**src/rtl/alu_ctrl_pkg.sv**
```systemverilog
// Shared types and constants for the ALU sequencing controller.
// Select-field layout, named arithmetic encodings and FSM states.
package alu_ctrl_pkg;

    localparam int DATA_W  = 8;
    localparam int NUM_REG = 4;
    localparam int IDX_W   = $clog2(NUM_REG);
    localparam int RPT_W   = 3;
    localparam int SEL_W   = 5;

    localparam int SEL_OP_LSB = 0;
    localparam int SEL_LG_BIT = 2;
    localparam int SEL_SH_LSB = 3;

    localparam logic [1:0] OP_AND = 2'b00;
    localparam logic [1:0] OP_OR  = 2'b01;
    localparam logic [1:0] OP_XOR = 2'b10;
    localparam logic [1:0] OP_NOT = 2'b11;

    localparam logic ARITH = 1'b0;
    localparam logic LOGIC = 1'b1;

    localparam logic [1:0] SH_NONE = 2'b00;
    localparam logic [1:0] SH_SHL  = 2'b01;
    localparam logic [1:0] SH_SHR  = 2'b10;
    localparam logic [1:0] SH_ZERO = 2'b11;

    // Arithmetic encodings as {op, cin}
    localparam logic [2:0] AR_PASS = 3'b000;
    localparam logic [2:0] AR_INC  = 3'b001;
    localparam logic [2:0] AR_ADD  = 3'b010;
    localparam logic [2:0] AR_ADDC = 3'b011;
    localparam logic [2:0] AR_SUB  = 3'b101;
    localparam logic [2:0] AR_DEC  = 3'b110;

    typedef enum logic [1:0] {
        IDLE  = 2'd0,
        ISSUE = 2'd1,
        WB    = 2'd2,
        RESP  = 2'd3
    } state_e;

    function automatic logic [SEL_W-1:0] mk_sel(
        input logic [1:0] sh,
        input logic       lg,
        input logic [1:0] op
    );
        return {sh, lg, op};
    endfunction

endpackage

```
**src/rtl/alu_ctrl_if.sv**
```systemverilog
// Command and response channels between a host and the ALU controller.
// master = command source / result consumer, slave = controller.
interface alu_ctrl_if
    import alu_ctrl_pkg::*;
#(
    parameter int W    = DATA_W,
    parameter int IDXW = IDX_W,
    parameter int RPTW = RPT_W
);

    logic             cmd_valid;
    logic             cmd_ready;
    logic [SEL_W-1:0] cmd_sel;
    logic             cmd_cin;
    logic [IDXW-1:0]  cmd_dst;
    logic [IDXW-1:0]  cmd_src;
    logic             cmd_imm_en;
    logic [W-1:0]     cmd_imm;
    logic [RPTW-1:0]  cmd_rpt;

    logic             rsp_valid;
    logic             rsp_ready;
    logic [W-1:0]     rsp_data;
    logic             rsp_zero;

    modport master (
        output cmd_valid, cmd_sel, cmd_cin, cmd_dst,
        output cmd_src, cmd_imm_en, cmd_imm, cmd_rpt,
        input  cmd_ready,
        input  rsp_valid, rsp_data, rsp_zero,
        output rsp_ready
    );

    modport slave (
        input  cmd_valid, cmd_sel, cmd_cin, cmd_dst,
        input  cmd_src, cmd_imm_en, cmd_imm, cmd_rpt,
        output cmd_ready,
        output rsp_valid, rsp_data, rsp_zero,
        input  rsp_ready
    );

endinterface

```
**src/rtl/alu_ctrl_regfile.sv**
```systemverilog
// NREG x W register file: one synchronous write port,
// two asynchronous operand reads and one debug read.
module alu_ctrl_regfile #(
    parameter int W    = 8,
    parameter int NREG = 4,
    parameter int IDXW = $clog2(NREG)
) (
    input  logic            clk,
    input  logic            rst_n,
    input  logic            we,
    input  logic [IDXW-1:0] waddr,
    input  logic [W-1:0]    wdata,
    input  logic [IDXW-1:0] raddr_a,
    output logic [W-1:0]    rdata_a,
    input  logic [IDXW-1:0] raddr_b,
    output logic [W-1:0]    rdata_b,
    input  logic [IDXW-1:0] raddr_d,
    output logic [W-1:0]    rdata_d
);

    logic [W-1:0] mem_q [NREG];
    logic [W-1:0] mem_d [NREG];

    always_comb begin
        mem_d = mem_q;
        if (we) begin
            mem_d[waddr] = wdata;
        end
    end

    always_ff @(posedge clk) begin
        if (!rst_n) begin
            for (int i = 0; i < NREG; i++) begin
                mem_q[i] <= '0;
            end
        end else begin
            mem_q <= mem_d;
        end
    end

    assign rdata_a = mem_q[raddr_a];
    assign rdata_b = mem_q[raddr_b];
    assign rdata_d = mem_q[raddr_d];

endmodule

```
**src/rtl/alu_ctrl.sv**
```systemverilog
// Sequencing controller for the external 8-bit ALU: accepts a command,
// issues registered operands, writes back and returns the result.
module alu_ctrl
    import alu_ctrl_pkg::*;
#(
    parameter int W    = DATA_W,
    parameter int NREG = NUM_REG,
    parameter int RPTW = RPT_W,
    parameter int IDXW = $clog2(NREG)
) (
    input  logic             clk,
    input  logic             rst_n,
    alu_ctrl_if.slave        bus,
    output logic [SEL_W-1:0] alu_sel,
    output logic             alu_cin,
    output logic [W-1:0]     alu_a,
    output logic [W-1:0]     alu_b,
    input  logic [W-1:0]     alu_o,
    input  logic [IDXW-1:0]  dbg_idx,
    output logic [W-1:0]     dbg_data
);

    state_e state_q, state_d;

    logic [SEL_W-1:0] sel_q, sel_d;
    logic             cin_q, cin_d;
    logic [IDXW-1:0]  dst_q, dst_d;
    logic [IDXW-1:0]  src_q, src_d;
    logic             imm_en_q, imm_en_d;
    logic [W-1:0]     imm_q, imm_d;
    logic [RPTW-1:0]  rpt_q, rpt_d;

    logic [SEL_W-1:0] alu_sel_q, alu_sel_d;
    logic             alu_cin_q, alu_cin_d;
    logic [W-1:0]     alu_a_q, alu_a_d;
    logic [W-1:0]     alu_b_q, alu_b_d;

    logic [W-1:0]     rsp_data_q, rsp_data_d;
    logic             rsp_zero_q, rsp_zero_d;

    logic             rf_we;
    logic [W-1:0]     rd_a;
    logic [W-1:0]     rd_b;

    alu_ctrl_regfile #(
        .W    (W),
        .NREG (NREG),
        .IDXW (IDXW)
    ) u_rf (
        .clk     (clk),
        .rst_n   (rst_n),
        .we      (rf_we),
        .waddr   (dst_q),
        .wdata   (alu_o),
        .raddr_a (dst_q),
        .rdata_a (rd_a),
        .raddr_b (src_q),
        .rdata_b (rd_b),
        .raddr_d (dbg_idx),
        .rdata_d (dbg_data)
    );

    always_comb begin
        state_d       = state_q;
        sel_d         = sel_q;
        cin_d         = cin_q;
        dst_d         = dst_q;
        src_d         = src_q;
        imm_en_d      = imm_en_q;
        imm_d         = imm_q;
        rpt_d         = rpt_q;
        alu_sel_d     = alu_sel_q;
        alu_cin_d     = alu_cin_q;
        alu_a_d       = alu_a_q;
        alu_b_d       = alu_b_q;
        rsp_data_d    = rsp_data_q;
        rsp_zero_d    = rsp_zero_q;
        rf_we         = 1'b0;
        bus.cmd_ready = 1'b0;
        bus.rsp_valid = 1'b0;
        unique case (state_q)
            IDLE: begin
                bus.cmd_ready = 1'b1;
                if (bus.cmd_valid) begin
                    sel_d    = bus.cmd_sel;
                    cin_d    = bus.cmd_cin;
                    dst_d    = bus.cmd_dst;
                    src_d    = bus.cmd_src;
                    imm_en_d = bus.cmd_imm_en;
                    imm_d    = bus.cmd_imm;
                    rpt_d    = bus.cmd_rpt;
                    state_d  = ISSUE;
                end
            end
            ISSUE: begin
                // Operand a always tracks the latest reg[dst] on repeats
                alu_a_d   = rd_a;
                alu_b_d   = imm_en_q ? imm_q : rd_b;
                alu_sel_d = sel_q;
                alu_cin_d = cin_q;
                state_d   = WB;
            end
            WB: begin
                rf_we      = 1'b1;
                rsp_data_d = alu_o;
                rsp_zero_d = (alu_o == '0);
                if (rpt_q != '0) begin
                    rpt_d   = rpt_q - RPTW'(1);
                    state_d = ISSUE;
                end else begin
                    state_d = RESP;
                end
            end
            RESP: begin
                bus.rsp_valid = 1'b1;
                if (bus.rsp_ready) begin
                    state_d = IDLE;
                end
            end
            default: state_d = IDLE;
        endcase
    end

    always_ff @(posedge clk) begin
        if (!rst_n) begin
            state_q    <= IDLE;
            sel_q      <= '0;
            cin_q      <= 1'b0;
            dst_q      <= '0;
            src_q      <= '0;
            imm_en_q   <= 1'b0;
            imm_q      <= '0;
            rpt_q      <= '0;
            alu_sel_q  <= '0;
            alu_cin_q  <= 1'b0;
            alu_a_q    <= '0;
            alu_b_q    <= '0;
            rsp_data_q <= '0;
            rsp_zero_q <= 1'b0;
        end else begin
            state_q    <= state_d;
            sel_q      <= sel_d;
            cin_q      <= cin_d;
            dst_q      <= dst_d;
            src_q      <= src_d;
            imm_en_q   <= imm_en_d;
            imm_q      <= imm_d;
            rpt_q      <= rpt_d;
            alu_sel_q  <= alu_sel_d;
            alu_cin_q  <= alu_cin_d;
            alu_a_q    <= alu_a_d;
            alu_b_q    <= alu_b_d;
            rsp_data_q <= rsp_data_d;
            rsp_zero_q <= rsp_zero_d;
        end
    end

    assign alu_sel      = alu_sel_q;
    assign alu_cin      = alu_cin_q;
    assign alu_a        = alu_a_q;
    assign alu_b        = alu_b_q;
    assign bus.rsp_data = rsp_data_q;
    assign bus.rsp_zero = rsp_zero_q;

endmodule
```
**src/flat_wrapper.sv**
```systemverilog
// flat-port wrapper written by rule: the top's interface ports become plain ports
module alu_ctrl_flat import alu_ctrl_pkg::*;
#(
    parameter int W    = DATA_W,
    parameter int NREG = NUM_REG,
    parameter int RPTW = RPT_W,
    parameter int IDXW = $clog2(NREG)
)
  (clk, rst_n, alu_sel, alu_cin, alu_a, alu_b, alu_o, dbg_idx, dbg_data, bus_cmd_valid, bus_cmd_sel, bus_cmd_cin, bus_cmd_dst, bus_cmd_src, bus_cmd_imm_en, bus_cmd_imm, bus_cmd_rpt, bus_cmd_ready, bus_rsp_valid, bus_rsp_data, bus_rsp_zero, bus_rsp_ready);
  alu_ctrl_if #(.W(W), .IDXW(IDXW), .RPTW(RPTW)) bus_i ();
  input  logic clk;
  input  logic rst_n;
  output logic [SEL_W-1:0] alu_sel;
  output logic alu_cin;
  output logic [W-1:0] alu_a;
  output logic [W-1:0] alu_b;
  input  logic [W-1:0] alu_o;
  input  logic [IDXW-1:0] dbg_idx;
  output logic [W-1:0] dbg_data;
  input wire logic [$bits(bus_i.cmd_valid)-1:0] bus_cmd_valid;
  input wire logic [$bits(bus_i.cmd_sel)-1:0] bus_cmd_sel;
  input wire logic [$bits(bus_i.cmd_cin)-1:0] bus_cmd_cin;
  input wire logic [$bits(bus_i.cmd_dst)-1:0] bus_cmd_dst;
  input wire logic [$bits(bus_i.cmd_src)-1:0] bus_cmd_src;
  input wire logic [$bits(bus_i.cmd_imm_en)-1:0] bus_cmd_imm_en;
  input wire logic [$bits(bus_i.cmd_imm)-1:0] bus_cmd_imm;
  input wire logic [$bits(bus_i.cmd_rpt)-1:0] bus_cmd_rpt;
  output wire logic [$bits(bus_i.cmd_ready)-1:0] bus_cmd_ready;
  output wire logic [$bits(bus_i.rsp_valid)-1:0] bus_rsp_valid;
  output wire logic [$bits(bus_i.rsp_data)-1:0] bus_rsp_data;
  output wire logic [$bits(bus_i.rsp_zero)-1:0] bus_rsp_zero;
  input wire logic [$bits(bus_i.rsp_ready)-1:0] bus_rsp_ready;
  assign bus_i.cmd_valid = bus_cmd_valid;
  assign bus_i.cmd_sel = bus_cmd_sel;
  assign bus_i.cmd_cin = bus_cmd_cin;
  assign bus_i.cmd_dst = bus_cmd_dst;
  assign bus_i.cmd_src = bus_cmd_src;
  assign bus_i.cmd_imm_en = bus_cmd_imm_en;
  assign bus_i.cmd_imm = bus_cmd_imm;
  assign bus_i.cmd_rpt = bus_cmd_rpt;
  assign bus_cmd_ready = bus_i.cmd_ready;
  assign bus_rsp_valid = bus_i.rsp_valid;
  assign bus_rsp_data = bus_i.rsp_data;
  assign bus_rsp_zero = bus_i.rsp_zero;
  assign bus_i.rsp_ready = bus_rsp_ready;
  alu_ctrl #(.W(W), .NREG(NREG), .RPTW(RPTW), .IDXW(IDXW)) u_core (.clk(clk), .rst_n(rst_n), .bus(bus_i), .alu_sel(alu_sel), .alu_cin(alu_cin), .alu_a(alu_a), .alu_b(alu_b), .alu_o(alu_o), .dbg_idx(dbg_idx), .dbg_data(dbg_data));
endmodule
```
**config.mk**
```make
export PLATFORM = sky130hd
export DESIGN_NAME = alu_ctrl_flat
export DESIGN_NICKNAME = d
export VERILOG_FILES = /design/src/rtl/alu_ctrl_pkg.sv /design/src/rtl/alu_ctrl_if.sv /design/src/rtl/alu_ctrl_regfile.sv /design/src/rtl/alu_ctrl.sv /design/src/flat_wrapper.sv
export SDC_FILE = /design/constraint.sdc
export NUM_CORES = 1
export LEC_CHECK = 0
export ABC_AREA = 0
export BUFFER_PORTS_ARGS = -buffer_cell sky130_fd_sc_hd__buf_2
export CAP_MARGIN = 20
export CORE_ASPECT_RATIO = 1.5
export CORE_MARGIN = 2
export CORE_UTILIZATION = 59
export CTS_CLUSTER_SIZE = 30
export DETAILED_ROUTE_END_ITERATION = 16
export GPL_TIMING_DRIVEN = 0
export PLACE_DENSITY = 0.84
export SETUP_SLACK_MARGIN = 0.4
export SLEW_MARGIN = 20
export SYNTH_ARGS = -nofsm -noshare
export SYNTH_HDL_FRONTEND = slang
export SYNTH_HIERARCHICAL = 1
export SYNTH_SLANG_ARGS = --single-unit
```
**constraint.sdc**
```tcl
create_clock -name clk -period 2.9 [get_ports clk]
set_input_delay 0 -clock clk [delete_from_list [all_inputs] [get_ports clk]]
set_output_delay 0 -clock clk [all_outputs]
set_load 0.02 [all_outputs]
```
# --- Word-level counts from Yosys, hierarchy flattened ---
# Index checks and enable logic that the tools add are counted.
totals:
  ff_bits: 87
  wordCells: 63
op_classes:
  addsub: 1
  n_lt_le_gt_ge: 4
  n_eq_ne: 6
  n_mux: 23
  n_bitwise: 3
  reduce_logical: 8
ops:
  columns: ["operator", "n"]
  rows:
  - ["8-bit 2-to-1 mux", 8]
  - ["8-bit binary-select mux with 2-bit select", 3]
  - ["32-bit bitwise mux", 1]
  - ["8-bit demux with 2-bit select", 1]
  - ["3-bit greater-or-equal comparator (second input constant)", 3]
  - ["2-bit NOT with 3-bit output", 3]
  - ["8-bit logical NOT", 1]
  - ["2-bit one-hot mux with 4 select lines", 1]
  - ["2-bit 2-to-1 mux", 3]
  - ["3-bit 2-to-1 mux", 2]
  - ["3-bit one-hot mux with 2 select lines", 1]
  - ["2-bit == test (second input constant)", 2]
  - ["2-bit != test (second input constant)", 2]
  - ["2-bit AND reduction", 2]
  - ["3-bit by 1-bit < comparator with 1-bit output (second input constant)", 1]
  - ["1-bit 2-to-1 mux", 3]
  - ["3-bit AND reduction", 1]
  - ["3-bit nonzero test", 1]
  - ["3-bit by 1-bit subtractor with 3-bit output (second input constant)", 1]
  - ["2-bit by 1-bit == test with 1-bit output (second input constant)", 1]
  - ["2-bit logical NOT", 1]
  - ["2-bit by 1-bit != test with 1-bit output (second input constant)", 1]
  - ["2-bit nonzero test", 1]
  - ["1-bit logical AND", 1]

# --- Depth between registers and ports, before layout ---
# Gate-level depths: netlist of the first run.
logic_depth:
  depth_word: 6
  mapped_depth: 7
  mapped_depth_nobuf: 6

# --- Cells and area by module ---
# Netlist of the first run, hierarchy kept.
modules_own_cells:
  columns: ["mod", "instances", "cells_each", "area_each_um2", "seq_area_each_um2"]
  rows:
  - ["alu_ctrl", 1, 263, 2283.4, 1101.1]
  - ["alu_ctrl_regfile", 1, 145, 1747.9, 640.6]

# --- Worst setup path before layout of the first run ---
# Ideal clock, no wire load.
synth_path:
  path_type: "register to register"
  startpoint: "register u_core.rpt_q[0]"
  endpoint: "register u_core.rpt_q[0]"
  arrival_time_ns: 1.481
  required_time_ns: 2.783
  setup_slack_ns: 1.302
  stages_incl_launch_ff: 7
  period_less_slack_ns: 1.598
  cell_sequence: "dfxtp_1 > inv_1 > ha_1 > ha_1 > and3_1 > a221o_1 > a22o_1"
synth_between:
  elab_chain_cells: 3
  word_cells_on_any_way: 6
synth_rtl:
  columns: ["element", "line", "rtl"]
  rows:
  - ["start, declared", "alu_ctrl.sv:31", "logic [RPTW-1:0] rpt_q, rpt_d;"]
  - ["start signal, assigned", "alu_ctrl.sv:148", "rpt_q <= rpt_d;"]
  - ["3-bit by 1-bit subtractor with 3-bit output or 3-bit nonzero test (tied branches)", "alu_ctrl.sv:108, alu_ctrl.sv:107", null]
  - ["3-bit 2-to-1 mux or 2-bit by 1-bit != test with 1-bit output (tied branches)", null, null]
  - ["3-bit one-hot mux with 2 select lines or 3-bit AND reduction (tied branches)", null, null]
# Parallel ways exist; a longest one is shown, timed or not. The select of a mux whose other input is x is not followed.
# A chain may end at the register's enable or synchronous reset.

# --- Final worst setup path of the first run ---
layout_path:
  startpoint: "register u_core.state_q[1]"
  endpoint: "register u_core/u_rf/mem_q[6] (netlist bit)"
layout_between:
  elab_chain_cells: 2
layout_rtl:
  columns: ["element", "line", "rtl"]
  rows:
  - ["start, declared", "alu_ctrl.sv:23", "state_e state_q, state_d;"]
  - ["start signal, assigned", "alu_ctrl.sv:141", "state_q <= state_d;"]
  - ["2-bit == test", "alu_ctrl.sv:81", "unique case (state_q)"]
  - ["1-bit 2-to-1 mux", "alu_ctrl.sv:81", null]
  - ["via u_core.rf_we", "alu_ctrl.sv:41", "logic rf_we;"]
  - ["end signal, assigned", "alu_ctrl_regfile.sv:37", "mem_q <= mem_d;"]
  - ["end, declared", "alu_ctrl_regfile.sv:21", "logic [W-1:0] mem_q [NREG];"]
# The timed path passes the listed nets, and every way through them passes these cells.

==> impl_metrics.yaml, run 1 <==
drt:
  viasPerCell: 5.758
  drt-wirelength-per-cell_microns: 17.72
  firstDrtPassIters: 4
  wirelength_microns: 10630
  num_vias: 3455
  initialDrtViolationCount: 244
  drc: 0
  final_antenna_net_count: 0
sta:
  worst_slew_pin_slew_ns: 0.7645
  fin_crit_sh_pct: 67.44
  setup_tns_ns: 0
  rsz0062_at_grt: "false"
  max_slew_margin_pct: 48.81
  fmax_ghz: 0.5113
  hold_violations: 0
  slew_viol_final: 0
  finalCriticalPeriod_ns: 1.956
  setup_violations: 0
  whs_ns: 0.01781
  fin_worst_skew_ns: 0.008607
floorplanning:
  core_sq_mm: 0.006576
  ios: 77
  fp.dieW_microns: 71.49
  start_util_pct: 61.30
  row_count: 36
  die_h_microns: 105.2
  die_area_sq_mm: 0.007524
setup_path:
  rr_worst_depth: 6
  crit_required_ns: 3.18
  critPathMaxFanout: 13
  cp.arrival_ns: 2.24
  crit_type: "reg2reg"
  worstSetupStartpointType: "register"
  cp-end-kind: "register"
power:
  power_density_mw_per_mm2: 504.5
  p_total_uw: 2502
  ir_drop_mv: 0.5182
  leakage_uw: 0.002224
synthesis:
  synth_top_cell_by_area: "dfxtp_1"
  synth-edff-count: 0
  synth_seq_area_share_pct: 43.20
  synth_top_area_share_pct: 43.20
  netlist_area_sq_mm: 0.004031
  avgSynthCellArea_sq_um: 9.881
  synth_top_flop_cell: "dfxtp_1"
  netlist_top_cells_area: "dfxtp_1 43%, mux4_2 13%, nand2_1 12%, mux2i_1 9.9%, a21boi_0 7.4%"
  yosys_warnings: 6
  synth_seq_cells: 87
  async_reset_ff_share_pct: 0
  ys_types: 36
  postSynthCellCount: 408
  synth_fp_nets: 446
run_status:
  outcome: "complete, no violations"
clocking:
  clk_latency_ns: 0.37
  cts_sinks: 87
  ctsRootBufferMaster: "clkbuf_8"
  cts_max_level: 3
  cts_buffer_depth: 2
  cts_tree: "yes"
  clkTransAtPathRegs_ns: 0.08
  numCtsBuffers: 9
layout:
  area_delta_synth_final_pct: 23.03
  final_cell_count_no_fill: 600
  diodes: 0
  drive_gt1_share_pct: 25.19
  layout_commonest_cell: "nand2_1"
  layout_common_cells: "134 x nand2_1, 87 x buf_2, 87 x dfxtp_1"
  fin_area_sq_mm: 0.004960
  nets: 558
placed_design:
  placed_cells: 557
  io_buffers: 73
  place.gp.congestion: 0.8289
  place_hpwl_microns: 7258
  postPlaceCellArea_sq_mm: 0.004492
min_path:
  hp-class: "in2reg"
  whs_path_depth: 4
global_route:
  grt_pass1_vias: 3555
  grt.overflow.total: 0
  antenna_found_initial: 0
  grt_pass1_wl_microns: 17110
  grt_usage_pct: 30.00
  grt_max_degree: 15
job:
  drv_cap: 0
## power breakdown
group	leakage [uW]	internal [uW]	switching, uW	total (uW)
Combinational	0.00142	175	221	397
Clock	0.0000923	395	432	826
Sequential	0.000707	1240	34.2	1280
Total	0.00222	1810	687	2500
## cells by family after synthesis
logic type,count (synthesis),synth area share [%]
multiplexers,64,23.34
AND/OR/NAND/NOR,158,16.48
flip-flops,87,43.20
buffers and inverters,35,4.283
AO/OA/AOI/OAI,62,12.07
adder cells (fa/ha/maj),2,0.6206
## per-stage QoR
| step | utilization, % | worst slack, ns |
|---|---|---|
| finish | 75.42 | 0.9442 |
| global route | 75.42 | 0.8748 |
| CTS | 75.42 | 0.9978 |
| detailed placement | 68.30 | 1.041 |
| global placement | 68.30 | 1.044 |
| floorplan | - | 1.302 |
## worst paths after layout
path | start | end | slack [ns]
setup / recovery | u_core/state_q[1] | u_core/u_rf/mem_q[6] | 0.94
hold / removal | bus_cmd_rpt[0] | u_core/rpt_q[0] | 0.02
setup reg to reg | u_core/state_q[1] | u_core/u_rf/mem_q[6] | 0.94
hold reg to reg | u_core/alu_sel[3] | u_core/alu_sel[3] | 0.46
## area by class of cell
cell class	instances	area, sq um
Timing Repair Buffer	101	645.6
Tap cell	76	95.09
Inverter	4	15.01
Sequential cell	87	1742
Clock buffer	10	127.6
Fill cell	444	1617
Clock inverter	5	60.06
Buffer	31	157.7
Multi-Input combinational cell	286	2117
## per-layer routing
layer / GRT usage, % / wire length [microns] / up-vias
met3: 8.031 / 537 / 34
met2: 53.51 / 5758 / 118
li1: - / - / 1632
met5: 0 / 0 / -
met4: 13.75 / 360 / 0
met1: 32.22 / 3978 / 1671
## Yosys cell counts (all sizes together), types with 3 or more instances
cell type	instances
nand2b	4
inv	4
buf	19
nor2b	4
nand2	134
mux2i	40
a21oi	3
o211a	10
mux4	24
nor3b	3
clkbuf	12
dfxtp	87
a21boi	42
## critical path: stages, from the launching register on
cell and delay [ns]:
dfxtp_1 0.42, nand2b_1 0.09, buf_4 0.18, inv_2 0.08, buf_2 0.26, nand3_1 0.51, mux2i_1 0.34
## registers in the layout, indices dropped and copies added (netlist names)
| signal | count |
|---|---|
| u_core/u_rf/mem_q | 32 |
| u_core/alu_a | 8 |
| u_core/alu_b | 8 |
| u_core/bus.rsp_data | 8 |
| u_core/imm_q | 8 |
| u_core/alu_sel | 5 |
| u_core/sel_q | 5 |
| u_core/rpt_q | 3 |
| u_core/dst_q | 2 |
| u_core/src_q | 2 |
| u_core/state_q | 2 |
| u_core/alu_cin | 1 |
| u_core/bus.rsp_zero | 1 |
| u_core/cin_q | 1 |
| u_core/imm_en_q | 1 |
## what timing repair did
action / in CTS / in global routing
resized for setup: 0 / 0
endpoints found under the setup margin: 0 / 0
hold buffers: 28 / 0
hold endpoints to repair: 37 / 0
buffers inserted: 0 / 0
Note: power is estimated with default switching activity, not from simulation.
==> inputs of run 2 (changes only) <==
--- a/config.mk
+++ b/config.mk
@@ -10,11 +10,11 @@
 export CAP_MARGIN = 20
 export CORE_ASPECT_RATIO = 1.5
 export CORE_MARGIN = 2
-export CORE_UTILIZATION = 59
+export CORE_UTILIZATION = 50
 export CTS_CLUSTER_SIZE = 30
 export DETAILED_ROUTE_END_ITERATION = 16
 export GPL_TIMING_DRIVEN = 0
-export PLACE_DENSITY = 0.84
+export PLACE_DENSITY = 0.76
 export SETUP_SLACK_MARGIN = 0.4
 export SLEW_MARGIN = 20
 export SYNTH_ARGS = -nofsm -noshare
==> constraint.sdc (replaced) <==
create_clock -name clk -period 1.65 [get_ports clk]
set_input_delay 0 -clock clk [delete_from_list [all_inputs] [get_ports clk]]
set_output_delay 0 -clock clk [all_outputs]
set_load 0.02 [all_outputs]
==> run 2 against run 1 <==
Total power grew 110%. Critical endpoint is now u_core/u_rf/mem_q[24]. Largest power group unchanged. Worst setup slack worse by 0.89 ns. Critical path depth grew 1. Die area increased by 17%. Critical path type unchanged. Clock power increased by 150%.
==> impl_metrics.yaml, run 2 (synthesized netlist as in run 1, its figures left out) <==
placed_design:
  postPlaceCellArea_sq_mm: 0.004612
  place_hpwl_microns: 7298
  io_buffers: 73
  place.gp.congestion: 0.8772
clocking:
  clkTransAtPathRegs_ns: 0.06
  cts_sinks: 87
  ctsRootBufferMaster: "clkbuf_16"
  cts_tree: "yes"
  numCtsBuffers: 9
  cts_max_level: 3
  cts_buffer_depth: 2
  clk_latency_ns: 0.35
layout:
  layout_common_cells: "131 x nand2_1, 68 x buf_2, 63 x dfxtp_1"
  drive_gt1_share_pct: 36.76
  layout.area.seq_sq_mm: 0.001784
  fillers: 553
  area_delta_synth_final_pct: 42.46
  regMostFlops: "u_core/u_rf/mem_q"
  largest_register_ff_count: 32
  diodes: 0
  layout_commonest_cell: "nand2_1"
  fin_area_sq_mm: 0.005743
  multi_input_area_sq_mm: 0.002231
  nets: 588
  final_core_util_pct: 72.63
global_route:
  grt_use_met1_pct: 27.88
  gr-usage-met2_pct: 47.42
  grt_max_degree: 14
  grt_usage_pct: 26.35
  grt_pass1_vias: 3553
  busiest_layer: "met2"
  met3_usage_pct: 5.696
  antenna_found_initial: 0
  grt.overflow.total: 0
  grt_pass1_wl_microns: 17570
drt:
  firstDrtPassIters: 6
  wirelength_microns: 12490
  final_antenna_net_count: 0
  initialDrtViolationCount: 302
  viasPerCell: 5.588
  num_vias: 3688
  drc: 0
  drt-wirelength-per-cell_microns: 18.92
run_status:
  outcome: "complete, no violations"
sta:
  max_slew_margin_pct: 57.57
  fin_crit_sh_pct: 96.70
  fmax_ghz: 0.6268
  setup_violations: 0
  whs_ns: 0.03601
  slew_viol_final: 0
  setup_tns_ns: 0
  worst_slew_pin_slew_ns: 0.6365
  finalCriticalPeriod_ns: 1.596
  rsz0062_at_grt: "true"
  fin_worst_skew_ns: 0.006153
  hold_violations: 0
power:
  p_total_uw: 5282
  power_frac_seq_pct: 42.8
  leakage_uw: 0.002541
  p_switching_uw: 1373
  switching_share_pct: 25.99
  pwr-share-comb_pct: 18.7
  power_density_mw_per_mm2: 919.7
  pwr-share-clk_pct: 38.6
  p_int_uw: 3909
  ir_drop_mv: 0.7492
setup_path:
  path_buf_inv: 4
  crit_type: "reg2reg"
  max_stage_delay_ns: 0.40
  critPathSlowestCell: "or3b_4"
  worst-path-stages: 7
  crit_required_ns: 1.87
  cp-end-kind: "register"
  crit_family: "simple AND/OR/NAND/NOR gates"
  path_cells: "nand2b_4 > buf_8 > inv_6 > buf_8 > or3b_4 > buf_12 > mux2i_1"
  path_common_cell: "buf_8"
  worstSetupStartpointType: "register"
  cp.arrival_ns: 1.82
  critPathMaxFanout: 8
  rr_worst_depth: 7
min_path:
  hp-class: "in2reg"
  whs_path_depth: 4
floorplanning:
  ios: 77
  start_util_pct: 50.98
  die_area_sq_mm: 0.008812
  core_sq_mm: 0.007908
  row_count: 40
  fp.dieW_microns: 77.32
  die_h_microns: 114.0
job:
  drv_cap: 0
-- run 2: power by group through the flow --
stage | Sequential (uW) | Clock, uW | Combinational [uW]
6_report | 2260 | 2040 | 986
5_1_grt | 2270 | 2150 | 1040
4_1_cts | 2260 | 2040 | 810
3_5_place_dp | 2300 | 0 | 670
3_3_place_gp | 2300 | 0 | 656
2_1_floorplan | 2330 | 0 | 433
-- run 2: cell type report --
type                            instances  area share, %
Multi-Input combinational cell        286          38.85
Timing Repair Buffer                  131          17.34
Sequential cell                        87          31.07
Inverter                                4         0.3922
Buffer                                 31          4.967
Tap cell                              105          2.288
Clock inverter                          3         0.7407
Clock buffer                           13          4.357
-- run 2: tightest hold or removal path, delay by kind of cell --
| kind | cells | cell delay [ns] |
|---|---|---|
| AOI/OAI and AO/OA | 2 | 0.23 |
| buffers and inverters | 1 | 0.08 |
| and+or+nand+nor | 1 | 0.04 |
-- run 2: what timing repair did --
action	in CTS	in global routing
pin swaps	4	18
cloned	0	3
buffers inserted	13	14
resized for setup	55	71
endpoints found under the setup margin	85	94
hold endpoints to repair	29	0
hold buffers	28	0
-- run 2: path summary, 6_finish.rpt --
check	from	endpoint	slack, ns
min	bus_cmd_rpt[0]	u_core/rpt_q[0]	0.04
max reg2reg	u_core/state_q[0]	u_core/u_rf/mem_q[24]	0.05
min reg2reg	u_core/cin_q	u_core/alu_cin	0.45
max	u_core/state_q[0]	u_core/u_rf/mem_q[24]	0.05
-- run 2: through the flow --
stage               setup WS [ns]  std cells
finish                    0.05450        660
floorplan                  0.1791        408
detailed placement       -0.06363        586
global route              0.03112        660
global placement         -0.02811        586
CTS                        0.1068        643
-- run 2: per-layer routing --
metal,vias up,share of wire (%)
li1,1700,-
met1,1803,37
met2,160,54
met3,25,6.0
met4,0,3.0
met5,-,0
==> inputs of run 3 (changes only) <==
--- a/config.mk
+++ b/config.mk
@@ -19,5 +19,4 @@
 export SLEW_MARGIN = 20
 export SYNTH_ARGS = -nofsm -noshare
 export SYNTH_HDL_FRONTEND = slang
-export SYNTH_HIERARCHICAL = 1
 export SYNTH_SLANG_ARGS = --single-unit
==> run 3 against run 2 <==
The flow now finishes with violations (setup timing). Routed wire length up 45%. Utilization increased by 13 points. Total power grew 10%. Count of clock-buffer cells in the layout decreased by 3. Clock power grew 13%. Critical path type unchanged. Critical endpoint is now u_core.alu_b[0]. Largest cell class unchanged.
==> impl_metrics.yaml, run 3 <==
synthesis:
  postSynthCellCount: 431
  synth_fp_nets: 469
  synth_top_cell_by_area: "dfxtp_1"
  synth_seq_area_share_pct: 43.86
  async_reset_ff_share_pct: 0
  synth_seq_cells: 87
  ys_types: 44
  synth_top_area_share_pct: 43.86
  yosys_warnings: 0
  synth-edff-count: 0
  yosysMostFrequentCell: "nand2_1"
  netlist_area_sq_mm: 0.003971
  synth_top_flop_cell: "dfxtp_1"
  synth_top_cells_by_count: "119 x nand2_1, 87 x dfxtp_1, 68 x a21oi_1"
  avgSynthCellArea_sq_um: 9.214
  netlist_top_cells_area: "dfxtp_1 44%, nand2_1 11%, a21oi_1 8.6%, mux4_2 7.9%, mux2_2 4.3%"
setup_path:
  crit_start: "u_core.src_q[0]"
  max_stage_delay_ns: 0.34
  crit_required_ns: 1.86
  cp.arrival_ns: 1.87
  reg2reg_from: "u_core.src_q[0]"
  crit_type: "reg2reg"
  path_cells: "buf_8 > clkbuf_16 > buf_4 > mux2_2 > a222oi_1 > a21oi_1"
  worstSetupStartpointType: "register"
  cp-end-kind: "register"
  critPathMaxFanout: 8
  critPathSlowestCell: "dfxtp_2"
layout:
  nets: 660
  layout.area.seq_sq_mm: 0.001807
  regMostFlops: "u_core.u_rf.mem_q"
  largest_register_ff_count: 32
  multi_input_area_sq_mm: 0.002514
  layout_commonest_cell: "buf_2"
  diodes: 0
  final_cell_count_no_fill: 729
  fillers: 342
  drive_gt1_share_pct: 60.29
  layout_common_cells: "67 x buf_2, 66 x nand2_1, 59 x buf_4"
  area_delta_synth_final_pct: 65.22
floorplanning:
  fp.dieW_microns: 76.77
  row_count: 39
  ios: 77
  die_area_sq_mm: 0.008686
  core_sq_mm: 0.007661
  die_h_microns: 113.2
  start_util_pct: 51.84
clocking:
  ctsRootBufferMaster: "clkbuf_16"
  numCtsBuffers: 9
  cts_tree: "yes"
  clkTransAtPathRegs_ns: 0.07
  cts_buffer_depth: 2
  cts_sinks: 87
  clk_latency_ns: 0.35
  cts_max_level: 3
sta:
  rsz0062_at_grt: "true"
  fin_crit_sh_pct: 100.5
  fin_worst_skew_ns: 0.009297
  hold_violations: 0
  slew_viol_final: 0
  worst_slew_pin_slew_ns: 0.9033
  finalCriticalPeriod_ns: 1.659
  setup_violations: 1
  fmax_ghz: 0.6028
  max_slew_margin_pct: 39.78
  finalWorstSetupSlack_ns: -0.008867
  whs_ns: 0.04272
placed_design:
  io_buffers: 74
  placed_cells: 607
  place.gp.congestion: 0.8397
  place_hpwl_microns: 7486
global_route:
  grt_pass1_wl_microns: 20700
  grt_max_degree: 16
  grt_usage_pct: 30.39
  antenna_found_initial: 0
  grt_pass1_vias: 4115
  grt.overflow.total: 0
power:
  power_density_mw_per_mm2: 885.2
  leakage_uw: 0.002695
  ir_drop_mv: 0.9033
drt:
  drc: 0
  viasPerCell: 6.339
  drt-wirelength-per-cell_microns: 24.78
  firstDrtPassIters: 6
  initialDrtViolationCount: 604
  final_antenna_net_count: 0
  num_vias: 4621
  wirelength_microns: 18060
min_path:
  min_from: "bus_cmd_rpt[2]"
  hp-class: "in2reg"
run_status:
  outcome: "complete, but fails checks"
  violations: "setup timing"
job:
  drv_cap: 0
-- run 3: final timing paths --
kind | endpoint | slack (ns) | cells past startpoint
worst max-delay path | u_core.alu_b[0] | -0.009 | 6
worst min-delay path | u_core.rpt_q[2] | 0.04 | 3
worst max register to register | u_core.alu_b[0] | -0.009 | 6
worst min register to register | u_core.bus.rsp_data[4] | 0.46 | 2
-- run 3: area by class of cell --
type,instances,share of cell area [%]
multi-input cells,307,38.31
flip-flops and latches,87,27.54
repair buffers,180,21.85
plain buffers,34,5.111
clock buffers,10,3.642
well taps,102,1.945
clock inverters,6,1.392
inverters,3,0.2098
-- run 3: power by group --
| group | switching (uW) | internal [uW] |
|---|---|---|
| Sequential | 89.0 | 2190 |
| Clock | 926 | 1380 |
| Combinational | 647 | 579 |
-- run 3: per-stage QoR --
step	power (uW)	setup slack [ns]	util, %	instance area (sq um)	setup TNS, ns
finish	5808	-0.008867	85.64	6561	-0.008867
detailed placement	2939	0.1571	58.52	4483	0
floorplan	2725	0.3444	-	3985	0
CTS	5355	0.2155	75.29	5768	0
global placement	2920	0.2059	58.52	4483	0
global route	5910	-0.01015	85.64	6561	-0.01327
-- run 3: logic make-up (layout without fill, tap and decap cells) --
group,after synthesis,in the layout,synth area share (%)
DFF,87,87,43.86
AOI/OAI and AO/OA,92,92,13.20
muxes,48,48,17.93
and+or+nand+nor,164,164,18.46
buffers and inverters,37,233,5.703
adders and majority gates,2,2,0.6300
xor gates and xnor gates,1,1,0.2206
-- run 3: critical path, delay by kind of cell (launching register included) --
family | cells | cell delay (ns)
AO/OA/AOI/OAI | 2 | 0.43
buffers and inverters | 3 | 0.41
flip-flops | 1 | 0.34
multiplexers | 1 | 0.33
-- run 3: routing by layer --
layer	up-vias	GRT usage, %	wire length [microns]
met5	-	0	0
met3	125	4.785	1629
met2	400	53.68	9005
met1	2203	34.55	6211
li1	1893	-	-
met4	0	17.45	1215
-- run 3: what timing repair did --
| item | in CTS | in global routing |
|---|---|---|
| hold endpoints to repair | 49 | 0 |
| endpoints found under the setup margin | 88 | 95 |
| gates resized for setup | 100 | 166 |
| hold buffers | 29 | 0 |
| cloned | 3 | 5 |
| pin swaps | 27 | 84 |
| setup buffers | 52 | 17 |
